<file path="src/rtl/bsg_cache_nb_tbuf_snoop_deep_if.sv">
// Push/pop handshake bundle for the non-blocking cache tag buffer.
// The master side pushes {addr, way} and pops the head; the slave side is the buffer.
interface bsg_cache_nb_tbuf_snoop_deep_if
    #(parameter int addr_width_p   = 32
    , parameter int way_id_width_p = 3
    );

    logic                      v_i;
    logic [addr_width_p-1:0]   addr_i;
    logic [way_id_width_p-1:0] way_i;
    logic                      yumi_i;

    logic                      v_o;
    logic [addr_width_p-1:0]   addr_o;
    logic [way_id_width_p-1:0] way_o;

    modport master (output v_i, addr_i, way_i, yumi_i, input  v_o, addr_o, way_o);
    modport slave  (input  v_i, addr_i, way_i, yumi_i, output v_o, addr_o, way_o);

endinterface

</file>
<file path="src/rtl/bsg_cache_nb_tbuf_snoop_deep.sv">
// Circular tag buffer holding pending store {addr, way} pairs in FIFO order, with
// age-ordered snoop ports and a registered load-bypass hit/way lookup.
module bsg_cache_nb_tbuf_snoop_deep
    #(parameter int word_width_p          = 32
    , parameter int addr_width_p          = 32
    , parameter int ways_p                = 8
    , parameter int els_p                 = 4
    , parameter int block_size_in_words_p = 8
    , parameter int match_block_p         = 0
    , localparam int way_id_width_lp      = (ways_p > 1) ? $clog2(ways_p) : 1
    , localparam int count_width_lp       = $clog2(els_p + 1)
    )
    (input  logic                                 clk_i
    , input  logic                                reset_i

    , bsg_cache_nb_tbuf_snoop_deep_if.slave       bus

    , output logic                                empty_o
    , output logic                                full_o
    , output logic [count_width_lp-1:0]           count_o

    , input  logic                                bypass_v_i
    , input  logic [addr_width_p-1:0]             bypass_addr_i
    , output logic                                bypass_track_o
    , output logic [way_id_width_lp-1:0]          bypass_way_o

    , output logic [els_p-1:0]                    valid_snoop_o
    , output logic [els_p*addr_width_p-1:0]       addr_snoop_o
    , output logic [els_p*way_id_width_lp-1:0]    way_snoop_o
    );

    localparam int ptr_width_lp = $clog2(els_p);
    localparam int lg_word_lp   = $clog2(word_width_p / 8);
    localparam int off_lp       = lg_word_lp
                                + ((match_block_p != 0) ? $clog2(block_size_in_words_p) : 0);

    typedef logic [ptr_width_lp-1:0] ptr_t;

    logic [addr_width_p-1:0]    addr_mem_r [els_p];
    logic [way_id_width_lp-1:0] way_mem_r  [els_p];

    ptr_t                       rd_ptr_r;
    ptr_t                       wr_ptr_r;
    logic [count_width_lp-1:0]  count_r;
    logic                       track_r;
    logic [way_id_width_lp-1:0] track_way_r;

    logic                       push;
    logic                       pop;

    logic [addr_width_p-1:0]    slot_addr  [els_p];
    logic [way_id_width_lp-1:0] slot_way   [els_p];
    logic [els_p-1:0]           slot_valid;

    logic                       hit;
    logic [way_id_width_lp-1:0] hit_way;

    // Modular add that also works when els_p is not a power of two.
    function automatic ptr_t wrap_add(input ptr_t base, input int unsigned k);
        int unsigned sum;
        sum = 32'(base) + k;
        if (sum >= els_p)
            sum = sum - els_p;
        return ptr_t'(sum);
    endfunction

    assign push = bus.v_i;
    assign pop  = bus.yumi_i;

    always_ff @(posedge clk_i) begin
        if (reset_i) begin
            rd_ptr_r    <= '0;
            wr_ptr_r    <= '0;
            count_r     <= '0;
            track_r     <= 1'b0;
            track_way_r <= '0;
        end
        else begin
            if (push)
                wr_ptr_r <= wrap_add(wr_ptr_r, 1);
            if (pop)
                rd_ptr_r <= wrap_add(rd_ptr_r, 1);
            if (push && !pop)
                count_r <= count_r + 1'b1;
            else if (pop && !push)
                count_r <= count_r - 1'b1;
            if (bypass_v_i) begin
                track_r     <= hit;
                track_way_r <= hit_way;
            end
        end
    end

    // Storage carries no reset; occupancy alone decides which slots are meaningful.
    always_ff @(posedge clk_i) begin
        if (push && !reset_i) begin
            addr_mem_r[wr_ptr_r] <= bus.addr_i;
            way_mem_r[wr_ptr_r]  <= bus.way_i;
        end
    end

    always_comb begin
        ptr_t idx;
        for (int k = 0; k < els_p; k++) begin
            idx           = wrap_add(rd_ptr_r, unsigned'(k));
            slot_addr[k]  = addr_mem_r[idx];
            slot_way[k]   = way_mem_r[idx];
            slot_valid[k] = (count_width_lp'(k) < count_r);
        end
    end

    // Later (younger) matches override earlier ones; the incoming push is youngest of all.
    always_comb begin
        hit     = 1'b0;
        hit_way = '0;
        for (int k = 0; k < els_p; k++) begin
            if (slot_valid[k] && ((slot_addr[k] >> off_lp) == (bypass_addr_i >> off_lp))) begin
                hit     = 1'b1;
                hit_way = slot_way[k];
            end
        end
        if (push && ((bus.addr_i >> off_lp) == (bypass_addr_i >> off_lp))) begin
            hit     = 1'b1;
            hit_way = bus.way_i;
        end
    end

    for (genvar k = 0; k < els_p; k++) begin : g_snoop
        assign addr_snoop_o[k*addr_width_p +: addr_width_p]       = slot_addr[k];
        assign way_snoop_o[k*way_id_width_lp +: way_id_width_lp]  = slot_way[k];
    end

    assign valid_snoop_o  = slot_valid;
    assign count_o        = count_r;
    assign empty_o        = (count_r == '0);
    assign full_o         = (count_r == count_width_lp'(els_p));
    assign bypass_track_o = track_r;
    assign bypass_way_o   = track_way_r;

    assign bus.v_o        = (count_r != '0);
    assign bus.addr_o     = addr_mem_r[rd_ptr_r];
    assign bus.way_o      = way_mem_r[rd_ptr_r];

    push_when_full_a: assert property (@(posedge clk_i) disable iff (reset_i)
        !(bus.v_i && full_o && !bus.yumi_i));

    pop_when_empty_a: assert property (@(posedge clk_i) disable iff (reset_i)
        !(bus.yumi_i && !bus.v_o));

endmodule

</file>
<file path="src/flat_wrapper.sv">
// flat-port wrapper written by rule: the top's interface ports become plain ports
module bsg_cache_nb_tbuf_snoop_deep_flat 
#(parameter int word_width_p          = 32
    , parameter int addr_width_p          = 32
    , parameter int ways_p                = 8
    , parameter int els_p                 = 4
    , parameter int block_size_in_words_p = 8
    , parameter int match_block_p         = 0
    , localparam int way_id_width_lp      = (ways_p > 1) ? $clog2(ways_p) : 1
    , localparam int count_width_lp       = $clog2(els_p + 1)
    )
  (clk_i, reset_i, empty_o, full_o, count_o, bypass_v_i, bypass_addr_i, bypass_track_o, bypass_way_o, valid_snoop_o, addr_snoop_o, way_snoop_o, bus_v_i, bus_addr_i, bus_way_i, bus_yumi_i, bus_v_o, bus_addr_o, bus_way_o);
  bsg_cache_nb_tbuf_snoop_deep_if #(.addr_width_p(addr_width_p), .way_id_width_p(3)) bus_i ();
  input  logic clk_i;
  input  logic reset_i;
  output logic empty_o;
  output logic full_o;
  output logic [count_width_lp-1:0] count_o;
  input  logic bypass_v_i;
  input  logic [addr_width_p-1:0] bypass_addr_i;
  output logic bypass_track_o;
  output logic [way_id_width_lp-1:0] bypass_way_o;
  output logic [els_p-1:0] valid_snoop_o;
  output logic [els_p*addr_width_p-1:0] addr_snoop_o;
  output logic [els_p*way_id_width_lp-1:0] way_snoop_o;
  input wire logic [$bits(bus_i.v_i)-1:0] bus_v_i;
  input wire logic [$bits(bus_i.addr_i)-1:0] bus_addr_i;
  input wire logic [$bits(bus_i.way_i)-1:0] bus_way_i;
  input wire logic [$bits(bus_i.yumi_i)-1:0] bus_yumi_i;
  output wire logic [$bits(bus_i.v_o)-1:0] bus_v_o;
  output wire logic [$bits(bus_i.addr_o)-1:0] bus_addr_o;
  output wire logic [$bits(bus_i.way_o)-1:0] bus_way_o;
  assign bus_i.v_i = bus_v_i;
  assign bus_i.addr_i = bus_addr_i;
  assign bus_i.way_i = bus_way_i;
  assign bus_i.yumi_i = bus_yumi_i;
  assign bus_v_o = bus_i.v_o;
  assign bus_addr_o = bus_i.addr_o;
  assign bus_way_o = bus_i.way_o;
  bsg_cache_nb_tbuf_snoop_deep #(.word_width_p(word_width_p), .addr_width_p(addr_width_p), .ways_p(ways_p), .els_p(els_p), .block_size_in_words_p(block_size_in_words_p), .match_block_p(match_block_p)) u_core (.clk_i(clk_i), .reset_i(reset_i), .bus(bus_i), .empty_o(empty_o), .full_o(full_o), .count_o(count_o), .bypass_v_i(bypass_v_i), .bypass_addr_i(bypass_addr_i), .bypass_track_o(bypass_track_o), .bypass_way_o(bypass_way_o), .valid_snoop_o(valid_snoop_o), .addr_snoop_o(addr_snoop_o), .way_snoop_o(way_snoop_o));
endmodule
</file>
<file path="config.mk">
export PLATFORM = sky130hd
export DESIGN_NAME = bsg_cache_nb_tbuf_snoop_deep_flat
export DESIGN_NICKNAME = d
export VERILOG_FILES = /design/src/rtl/bsg_cache_nb_tbuf_snoop_deep_if.sv /design/src/rtl/bsg_cache_nb_tbuf_snoop_deep.sv /design/src/flat_wrapper.sv
export SDC_FILE = /design/constraint.sdc
export NUM_CORES = 1
export LEC_CHECK = 0
export CELL_PAD_IN_SITES_DETAIL_PLACEMENT = 2
export CELL_PAD_IN_SITES_GLOBAL_PLACEMENT = 2
export CORE_MARGIN = 1
export CORE_UTILIZATION = 32
export CTS_BUF_LIST = sky130_fd_sc_hd__clkbuf_4
export DETAILED_ROUTE_END_ITERATION = 7
export PLACE_DENSITY = 0.78
export REMOVE_ABC_BUFFERS = 1
export SLEW_MARGIN = 10
export SYNTH_ARGS = -nofsm -noshare
export SYNTH_HDL_FRONTEND = slang
export SYNTH_SLANG_ARGS = --single-unit
</file>
<file path="constraint.sdc">
create_clock -name clk_i -period 2.45 [get_ports clk_i]
set_input_delay 0.3675 -clock clk_i [delete_from_list [all_inputs] [get_ports clk_i]]
set_output_delay 0.3675 -clock clk_i [all_outputs]
set_load 0.02 [all_outputs]
</file>
==> flow_summary.json, run 1 <==
{
  "yosysWarnings": 0,
  "drive_gt1_share_pct": 64.9,
  "area_growth_pct": 83.0,
  "fin_cells": 1966,
  "fill_cells": 3009,
  "busiest_layer": "met2",
  "crit_chain": "buf_12, buf_12, buf_4, mux2i_2, mux2i_2, xnor2_1, nand4_1, nor4_4, nand4_1, buf_6, o21a_4, a21oi_4",
  "cp-end-kind": "register",
  "globalRouteMet3Util_pct": 9.15,
  "cp_slowest_stage_delay_ns": 0.58,
  "maxSlewViolCount": 0,
  "skew_ns": 0.0340,
  "num_vias": 12584,
  "core_um2": 33400,
  "drc_errors": 0,
  "grt_pass1_wl_um": 99500,
  "grt_max_degree": 28,
  "worstPathRequired_ns": 3.06,
  "initial_utilization_pct": 32.5,
  "antenna_left": 0,
  "synth_seq_cells": 153,
  "place_congestion": 0.893,
  "drtIter0Drc": 1465,
  "arrival_ns": 4.40,
  "post-place-ws_ns": -0.851,
  "rows": 67,
  "grt_antenna_before_repair": 4,
  "setup_violations": 182,
  "crit_type": "reg2reg",
  "synth_top_area_cell": "edfxtp_1",
  "drt_wl_total_um": 87100,
  "finalHoldViolCount": 0,
  "drt_pass1_iterations": 5,
  "cts_buffers": 17,
  "clk_latency_ns": 0.68,
  "numPortBuffers": 258,
  "timing.final.ws_setup_ns": -1.34,
  "numClockSinks": 153,
  "fin_util_pct": 59.4,
  "die_h_um": 186,
  "ys.flop_type": "edfxtp_1",
  "fin_crit_ns": 3.79,
  "gr-usage-met1_pct": 47.8,
  "crit_path_top_delay_cell": "nand4_1",
  "p_leak_nw": 7.84,
  "synth_edf_count": 140,
  "grtUsageMet2_pct": 71.9,
  "cts_tree": "done",
  "fin_crit_sh_pct": 155,
  "cts-root-buf": "clkbuf_4",
  "status": "finished with violations",
  "die-width_um": 186,
  "crit_path_start_kind": "register",
  "p_total_mw": 10.9,
  "cp_max_fo": 7,
  "wl_per_cell_um": 44.3,
  "worst_slew_pin_slew_ns": 0.698,
  "max_clock_freq_ghz": 0.264,
  "cts.reportedPaths.clkPinSlew_ns": 0.21,
  "cts_buffer_depth": 2,
  "htree_levels": 4,
  "placed_cells": 1748,
  "syn_area_per_cell_um2": 13.8,
  "cellPowerDensity_nw_per_um2": 546,
  "gr-usage-all-layers_pct": 42.0,
  "via_per_inst": 6.40,
  "drv_cap": 0,
  "hold_path.class": "in2reg",
  "ios": 261,
  "synth.distinct_cells": 58,
  "async_flop_share_pct": 0,
  "final_nets": 1584,
  "die_area_um2": 34700,
  "synthTopCellsByArea": "edfxtp_1, mux4_2, xnor2_1",
  "violations": "setup timing",
  "rsz0062_at_grt": "true",
  "dp_hpwl_um": 41400,
  "synthCells": 788,
  "grt_pass1_vias": 12454,
  "overflow": 0,
  "synth_area_um2": 10900,
  "relSlewSlack_pct": 53.1,
  "synth_top_area_share_pct": 38.7,
  "synth-seq-area-share_pct": 41.1,
  "vdd_drop_max_mv": 0.324
}
## power breakdown
part           switching [mW]  internal [mW]  total (mW)  leakage [nW]
Sequential              0.118           2.94        3.05          1.38
Combinational            2.99           2.85        5.84          6.30
Clock                    1.32          0.637        1.96         0.156
## synthesized netlist by cell type, types with 3 or more instances
| cell type | instances |
|---|---|
| o21ai_0 | 13 |
| nand4_1 | 31 |
| edfxtp_1 | 140 |
| or3_1 | 3 |
| inv_1 | 23 |
| o2bb2ai_1 | 4 |
| buf_6 | 6 |
| and2_1 | 7 |
| dfxtp_1 | 13 |
| nand2_1 | 11 |
| xor2_1 | 32 |
| buf_2 | 23 |
| mux2_2 | 10 |
| o21a_1 | 4 |
| mux4_1 | 6 |
| a21oi_1 | 18 |
| xnor2_1 | 111 |
| mux2i_1 | 51 |
| mux4_2 | 104 |
| buf_4 | 47 |
| a311o_1 | 3 |
| ha_1 | 9 |
| o22ai_1 | 3 |
| o41ai_1 | 3 |
| clkbuf_1 | 22 |
| nor4_1 | 13 |
| a2bb2oi_1 | 3 |
| o221ai_1 | 4 |
| nand3_1 | 3 |
| nor2b_1 | 6 |
| or2_2 | 5 |
| nor2_1 | 27 |
## worst max-delay path, delay by kind of cell, from the launching register on
| family | cells | cell delay, ns |
|---|---|---|
| AOI/OAI and AO/OA | 2 | 0.41 |
| muxes | 2 | 0.73 |
| buffers and inverters | 4 | 0.58 |
| DFF | 1 | 0.44 |
| and+or+nand+nor | 3 | 1.19 |
| xor gates and xnor gates | 1 | 0.33 |
## cell families after synthesis
group,after synthesis,synth area share (%)
buffers and inverters,126,6.87
multiplexers,173,29.0
XOR/XNOR,143,11.5
flip-flops,153,41.1
AND/OR/NAND/NOR,111,5.64
AO/OA/AOI/OAI,73,4.77
adder cells (fa/ha/maj),9,1.04
## cells in the final DEF (no fill, tap or decap), types with 7 or more instances in the layout
cell / count
buf_6: 330
buf_4: 310
edfxtp_1: 140
mux4_2: 110
xnor2_1: 93
clkdlybuf4s50_1: 78
xor2_1: 32
buf_12: 32
nand4_1: 31
mux2i_4: 24
clkbuf_4: 21
buf_8: 21
nor2_1: 18
inv_1: 17
xnor2_2: 17
mux2i_1: 15
buf_2: 15
mux2i_2: 12
mux2_4: 10
o21ai_0: 9
ha_1: 9
nand2_1: 8
a21oi_1: 8
dfxtp_1: 8
nor2_4: 7
nor4_2: 7
nor4_1: 7
## registers in the layout, indices dropped and copies added, names as in the netlist, named ones only
name / flops
u_core.addr_mem_r: 128
u_core.way_mem_r: 12
u_core.bypass_way_o: 3
u_core.count_o: 3
u_core.rd_ptr_r: 2
u_core.wr_ptr_r: 2
u_core.bypass_track_o: 1
## layout make-up
type / count / area (µm²) / area share (%)
timing repair buffer: 798 / 8030 / 40.4
multi-input combinational: 509 / 6430 / 32.3
sequential: 153 / 4480 / 22.5
tap: 448 / 561 / 2.82
clock buffer: 20 / 150 / 0.755
clock inverter: 12 / 128 / 0.642
inverter: 24 / 91.3 / 0.460
antenna: 2 / 5.00 / 0.0252
## stage by stage
step	instance area [µm²]	hold slack, ns	setup TNS, ns
2_1_floorplan	10200	0.437	-338.95
3_3_place_gp	16200	0.548	-5.02
3_5_place_dp	16200	0.580	-8.26
4_1_cts	18400	0.360	-36.22
5_1_grt	19900	0.337	-73.11
6_report	19900	0.365	-71.73
## repair_timing
action,in CTS,in global routing
cloned,6,0
hold buffers,0,0
resized for setup,1146,284
pin swaps,22,17
endpoints found under the setup margin,184,182
setup buffers,112,104
## worst paths after layout
kind,startpoint,end,slack (ns),cells past startpoint
max,u_core.rd_ptr_r[0],u_core.bypass_way_o[1],-1.34,12
min,bus_addr_i[0],u_core.addr_mem_r[2][0],0.37,1
max reg2reg,u_core.rd_ptr_r[0],u_core.bypass_way_o[1],-1.34,12
min reg2reg,u_core.wr_ptr_r[1],u_core.wr_ptr_r[1],0.70,2
## layer usage
metal  vias to the layer above  routed length, µm
li1                       4481                  -
met5                         -                 18
met2                      1153              41300
met1                      6468              28900
met3                       480               8740
met4                         2               8140
(Power assumes the default switching activity.)
==> inputs of run 2 (changes only) <==
--- a/config.mk
+++ b/config.mk
@@ -8,9 +8,10 @@
 export CELL_PAD_IN_SITES_DETAIL_PLACEMENT = 2
 export CELL_PAD_IN_SITES_GLOBAL_PLACEMENT = 2
 export CORE_MARGIN = 1
-export CORE_UTILIZATION = 32
+export CORE_UTILIZATION = 41
 export CTS_BUF_LIST = sky130_fd_sc_hd__clkbuf_4
 export DETAILED_ROUTE_END_ITERATION = 7
+export DONT_BUFFER_PORTS = 1
 export PLACE_DENSITY = 0.78
 export REMOVE_ABC_BUFFERS = 1
 export SLEW_MARGIN = 10
==> flow_summary.json, run 2 <==
{
  "status": "did not finish",
  "failed_stage": "global routing (5_1_grt)",
  "error": "[ERROR GRT-0232] Routing congestion too high. Check the congestion heatmap in the GUI.",
  "crit_endpoint": "u_core.bypass_way_o[2]$_SDFFE_PP0P_/D",
  "ios": 261,
  "ys_top_cells_by_count": "edfxtp_1, xnor2_1, mux4_2, mux2i_1, buf_4",
  "synth_top_area_share_pct": 38.7,
  "grt_antenna_before_repair": 4,
  "yosysMostFrequentCell": "edfxtp_1",
  "synth_area_um2": 10900,
  "numPortBuffers": 0,
  "synthTopCellsByArea": "edfxtp_1, mux4_2, xnor2_1",
  "die-width_um": 165,
  "synth_top_area_cell": "edfxtp_1",
  "synth.distinct_cells": 58,
  "place_congestion": 0.959,
  "async_flop_share_pct": 0,
  "post-place-ws_ns": -0.886,
  "overflow": 90,
  "synth-seq-area-share_pct": 41.1,
  "syn_area_per_cell_um2": 13.8,
  "ys.flop_type": "edfxtp_1",
  "die_h_um": 165,
  "htree_levels": 4,
  "grt_max_degree": 36,
  "cts-root-buf": "clkbuf_4",
  "cts_buffer_depth": 2,
  "synth_edf_count": 140,
  "dp_hpwl_um": 37700,
  "synthCells": 788,
  "synth_seq_cells": 153,
  "cts_buffers": 17,
  "gr-usage-all-layers_pct": 76.2,
  "initial_utilization_pct": 41.8,
  "endpoint_type": "register data pin",
  "yosysWarnings": 0,
  "numClockSinks": 153,
  "rows": 59
}
## run 2: metrics by stage
stage                     cells  TNS, ns  instance area [µm²]
after floorplan             686  -338.95                10200
after global placement     1376    -2.59                13500
after detailed placement   1376    -3.31                13500
after CTS                  1470   -22.99                15100
## run 2: repair_timing
action / in CTS
pin swaps: 12
gates resized for setup: 142
setup buffers: 23
hold endpoints to repair: 153
hold buffers: 39
gates cloned: 2
setup endpoints to repair: 174
## run 2: logic make-up after synthesis
family                     Yosys count  share of synthesized area [%]
muxes                              173                           29.0
DFF                                153                           41.1
xor gates and xnor gates           143                           11.5
buffers and inverters              126                           6.87
and+or+nand+nor                    111                           5.64
AOI/OAI and AO/OA                   73                           4.77
adders and majority gates            9                           1.04
## run 2: metal layers
metal | overflow | global-route usage, %
met1 | 1 | 75.9
met2 | 45 | 92.7
met3 | 4 | 62.1
met4 | 40 | 76.7
met5 | 0 | 20.3
==> inputs of run 3 (changes only) <==
--- a/config.mk
+++ b/config.mk
@@ -5,14 +5,11 @@
 export SDC_FILE = /design/constraint.sdc
 export NUM_CORES = 1
 export LEC_CHECK = 0
-export CELL_PAD_IN_SITES_DETAIL_PLACEMENT = 2
-export CELL_PAD_IN_SITES_GLOBAL_PLACEMENT = 2
 export CORE_MARGIN = 1
-export CORE_UTILIZATION = 41
-export CTS_BUF_LIST = sky130_fd_sc_hd__clkbuf_4
+export CORE_UTILIZATION = 40
 export DETAILED_ROUTE_END_ITERATION = 7
 export DONT_BUFFER_PORTS = 1
-export PLACE_DENSITY = 0.78
+export PLACE_DENSITY_LB_ADDON = 0.15
 export REMOVE_ABC_BUFFERS = 1
 export SLEW_MARGIN = 10
 export SYNTH_ARGS = -nofsm -noshare
==> constraint.sdc (replaced) <==
create_clock -name clk_i -period 3.19 [get_ports clk_i]
set_input_delay 0.4785 -clock clk_i [delete_from_list [all_inputs] [get_ports clk_i]]
set_output_delay 0.4785 -clock clk_i [all_outputs]
set_load 0.02 [all_outputs]
==> flow_summary.json, run 3 (synthesized netlist as in run 1, its figures left out) <==
{
  "status": "finished clean",
  "cts_buffers": 17,
  "grt_pass1_vias": 7528,
  "gr-usage-met1_pct": 31.7,
  "fin_crit_sh_pct": 94.0,
  "clk_latency_ns": 0.43,
  "drt_pass1_iterations": 6,
  "crit_path_start_kind": "register",
  "dp_hpwl_um": 27100,
  "postCtsHoldBufs": 0,
  "die_h_um": 167,
  "globalRouteMet3Util_pct": 8.41,
  "p_leak_nw": 4.29,
  "grt_antenna_before_repair": 1,
  "drt_wl_total_um": 35500,
  "place_congestion": 0.871,
  "rows": 59,
  "drc_errors": 0,
  "rsz0062_at_grt": "false",
  "cts_buffer_depth": 2,
  "maxSlewViolCount": 0,
  "cp_max_fo": 30,
  "largest_reg_flops": 128,
  "antenna_left": 0,
  "fin_crit_ns": 3.00,
  "hold_path.class": "in2reg",
  "grt_max_degree": 31,
  "gr-usage-all-layers_pct": 25.6,
  "arrival_ns": 3.36,
  "fin_util_pct": 48.3,
  "numClockSinks": 153,
  "worstPathRequired_ns": 3.55,
  "cts_tree": "done",
  "num_vias": 7574,
  "initial_utilization_pct": 41.2,
  "cts.reportedPaths.clkPinSlew_ns": 0.07,
  "ios": 261,
  "area_growth_pct": 17.3,
  "finalHoldViolCount": 0,
  "overflow": 0,
  "cts-root-buf": "clkbuf_16",
  "numPortBuffers": 0,
  "final_cell_mix": "buf_4, edfxtp_1, xnor2_1, mux4_2, mux2i_1",
  "vdd_drop_max_mv": 0.339,
  "worst_slew_pin_slew_ns": 0.824,
  "top_regs": "u_core.addr_mem_r x128, u_core.way_mem_r x12",
  "core_um2": 26400,
  "timing.final.ws_setup_ns": 0.192,
  "wl_per_cell_um": 29.0,
  "drtIter0Drc": 727,
  "post-place-ws_ns": -0.148,
  "top_register": "u_core.addr_mem_r",
  "crit_type": "reg2reg",
  "fill_cells": 2323,
  "grt_pass1_wl_um": 50700,
  "mostFrequentLayoutCell": "buf_4",
  "cellPowerDensity_nw_per_um2": 503,
  "setup_violations": 0,
  "skew_ns": 0.0121,
  "die_area_um2": 27800,
  "max_clock_freq_ghz": 0.334,
  "via_per_inst": 6.19,
  "die-width_um": 167,
  "finalInstanceArea_um2": 12700,
  "grtUsageMet2_pct": 41.8,
  "relSlewSlack_pct": 43.5,
  "drv_cap": 0,
  "cp-end-kind": "register",
  "final_nets": 955,
  "htree_levels": 4,
  "drive_gt1_share_pct": 37.9,
  "place_area_um2": 12000,
  "busiest_layer": "met2"
}
[run 3: final cells by class]
cell class | instances | area, µm² | share of cell area, %
inverter | 24 | 90.1 | 0.708
sequential | 153 | 4480 | 35.2
clock inverter | 8 | 55.1 | 0.432
timing repair buffer | 169 | 1480 | 11.6
clock buffer | 24 | 536 | 4.21
tap | 335 | 419 | 3.29
multi-input combinational | 509 | 5670 | 44.5
antenna | 1 | 2.50 | 0.0197
[run 3: critical path: stages (launching register included)]
cell and delay, ns:
dfxtp_4 0.40, buf_12 0.23, mux4_2 0.57, xnor2_1 0.31
nand4_1 0.23, nor2_1 0.19, nand4_1 0.22, o41ai_1 0.41
o221ai_1 0.17, a21oi_1 0.17
[run 3: path summary, 6_finish.rpt]
path,start,end,slack (ns),cells after the start
min reg2reg,u_core.wr_ptr_r[0],u_core.wr_ptr_r[0],0.57,2
max,u_core.rd_ptr_r[1],u_core.bypass_way_o[0],0.19,9
max reg2reg,u_core.rd_ptr_r[1],u_core.bypass_way_o[0],0.19,9
min,reset_i,register,0.10,1
[run 3: timing repair]
item,4_1_cts,5_1_grt
pin swaps,1,0
buffers inserted,1,8
gates resized for setup,3,0
endpoints found under the setup margin,4,4
[run 3: stage by stage]
stage / total power, mW / hold WS (ns) / cells / TNS (ns)
2_1_floorplan: 3.71 / 0.514 / 686 / -231.39
3_3_place_gp: 4.39 / 0.527 / 1181 / -0.441
3_5_place_dp: 4.40 / 0.547 / 1181 / -0.470
4_1_cts: 6.41 / 0.0876 / 1214 / 0
5_1_grt: 6.61 / 0.0877 / 1222 / 0
6_report: 6.41 / 0.103 / 1223 / 0
[run 3: power by group]
| group | internal, mW | switching, mW |
|---|---|---|
| registers | 2.26 | 0.0735 |
| logic | 0.866 | 1.20 |
| clock network | 1.18 | 0.836 |
[run 3: routing by layer]
metal	vias up	wire, µm
li1	3213	-
met1	3909	13900
met2	405	17200
met3	47	3480
met4	0	833
met5	-	0
==> inputs of run 4 (changes only) <==
--- a/config.mk
+++ b/config.mk
@@ -11,6 +11,7 @@
 export DONT_BUFFER_PORTS = 1
 export PLACE_DENSITY_LB_ADDON = 0.15
 export REMOVE_ABC_BUFFERS = 1
+export SETUP_SLACK_MARGIN = 0.5
 export SLEW_MARGIN = 10
 export SYNTH_ARGS = -nofsm -noshare
 export SYNTH_HDL_FRONTEND = slang
==> flow_summary.json, run 4 (synthesized netlist as in run 1, its figures left out) <==
{
  "cp_max_fo": 14,
  "cts_buffers": 17,
  "cts_tree": "done",
  "top_regs": "u_core.addr_mem_r x128, u_core.way_mem_r x12",
  "dp_hpwl_um": 27100,
  "gr-usage-all-layers_pct": 26.0,
  "die_area_um2": 27800,
  "path_common_cell": "nand4_1",
  "clk_latency_ns": 0.43,
  "p_total_mw": 6.56,
  "path_delay_family": "compound AO/OA/AOI/OAI gates",
  "ios": 261,
  "numClockSinks": 153,
  "crit_type": "reg2reg",
  "place_congestion": 0.871,
  "grt_pass1_wl_um": 51500,
  "antenna_left": 0,
  "initial_utilization_pct": 41.2,
  "die_h_um": 167,
  "post-place-ws_ns": -0.148,
  "setup_violations": 0,
  "hold_path.class": "in2reg",
  "crit_path_top_delay_cell": "mux4_2",
  "p_leak_nw": 4.64,
  "timing.final.ws_setup_ns": 0.402,
  "final_cell_mix": "buf_4, edfxtp_1, mux4_2, xnor2_1, mux2i_1",
  "final_nets": 989,
  "drive_gt1_share_pct": 45.3,
  "mostFrequentLayoutCell": "buf_4",
  "core_um2": 26400,
  "crit_buf_inv": 2,
  "maxSlewViolCount": 0,
  "status": "finished clean",
  "numPortBuffers": 0,
  "grt_max_degree": 31,
  "vdd_drop_max_mv": 0.328,
  "cp_slowest_stage_delay_ns": 0.56,
  "antenna_cells": 0,
  "cts-root-buf": "clkbuf_16",
  "hold_ws_ns": 0.103,
  "fin_crit_ns": 2.79,
  "drv_cap": 0,
  "drt_pass1_iterations": 5,
  "crit_path_start_kind": "register",
  "grt_pass1_vias": 7639,
  "rows": 59,
  "crit_chain": "buf_12, mux4_2, xnor2_2, nand4_1, nor2_2, nand4_1, buf_4, o41ai_2, o221ai_1, a21oi_1",
  "skew_ns": 0.0101,
  "drtIter0Drc": 701,
  "drt_wl_total_um": 36400,
  "relSlewSlack_pct": 53.7,
  "drc_errors": 0,
  "setup_tns_ns": 0,
  "cts.reportedPaths.clkPinSlew_ns": 0.07,
  "grt_antenna_before_repair": 1,
  "postCtsHoldBufs": 0,
  "area_growth_pct": 23.3,
  "via_per_inst": 6.12,
  "fin_crit_sh_pct": 87.4,
  "max_clock_freq_ghz": 0.359,
  "wl_per_cell_um": 29.0,
  "htree_levels": 4,
  "cp-end-kind": "register",
  "worst_slew_pin_slew_ns": 0.695,
  "cts_buffer_depth": 2,
  "largest_reg_flops": 128,
  "num_vias": 7691,
  "cellPowerDensity_nw_per_um2": 490,
  "rsz0062_at_grt": "true",
  "overflow": 0,
  "fill_cells": 2266,
  "top_register": "u_core.addr_mem_r",
  "worstPathRequired_ns": 3.55,
  "finalHoldViolCount": 0,
  "die-width_um": 167,
  "arrival_ns": 3.14
}
==> run 4: changes by cell type in the layout (fill, tap and decap cells not counted), moves of 3 or more <==
cell     before  now
buf_4       152  178
mux2i_2       0    6
o21ai_0      13   10
mux2i_1      51   43
o41ai_2       0    3
xnor2_1     111   88
o41ai_1       3    0
xnor2_2       0   21
buf_6         0    6
==> run 4: cell type report <==
type	count	area [µm²]	area share (%)
inverters	24	91.3	0.682
clock inverters	8	55.1	0.411
repair buffers	203	1810	13.5
flip-flops and latches	153	4480	33.5
well taps	335	419	3.13
clock buffers	24	536	4.00
multi-input cells	509	6000	44.8
==> run 4: final timing paths <==
check             slack, ns                      to  cells past startpoint               start
setup / recovery       0.40  u_core.bypass_way_o[0]                     10  u_core.rd_ptr_r[1]
hold / removal         0.10                register                      1             reset_i
setup reg to reg       0.40  u_core.bypass_way_o[0]                     10  u_core.rd_ptr_r[1]
hold reg to reg        0.57      u_core.wr_ptr_r[0]                      2  u_core.wr_ptr_r[0]
==> run 4: where the power goes <==
part | switching [mW] | internal [mW] | total, mW
logic | 1.25 | 0.967 | 2.22
clock network | 0.835 | 1.18 | 2.01
registers | 0.0689 | 2.26 | 2.33
==> run 4: repair_timing <==
item,CTS,global route
cloned,1,2
resized for setup,35,32
setup endpoints to repair,15,9
setup buffers,14,26
endpoints found under the hold margin,0,0
pin swaps,17,8
==> run 4: metal layers <==
metal  GRT usage (%)  wire length [µm]  vias up
met5               0                 0        -
met4            8.49               784        0
met3            8.15              3390       41
met2            42.8             17900      393
met1            32.4             14300     3970
li1                -                 -     3287
==> run 4: through the flow <==
stage	util, %	instance area [µm²]	instances
3_3_place_gp	45.6	12000	1181
4_1_cts	49.3	13000	1228
2_1_floorplan	-	10200	686
3_5_place_dp	45.6	12000	1181
6_report	50.8	13400	1256
5_1_grt	50.8	13400	1256
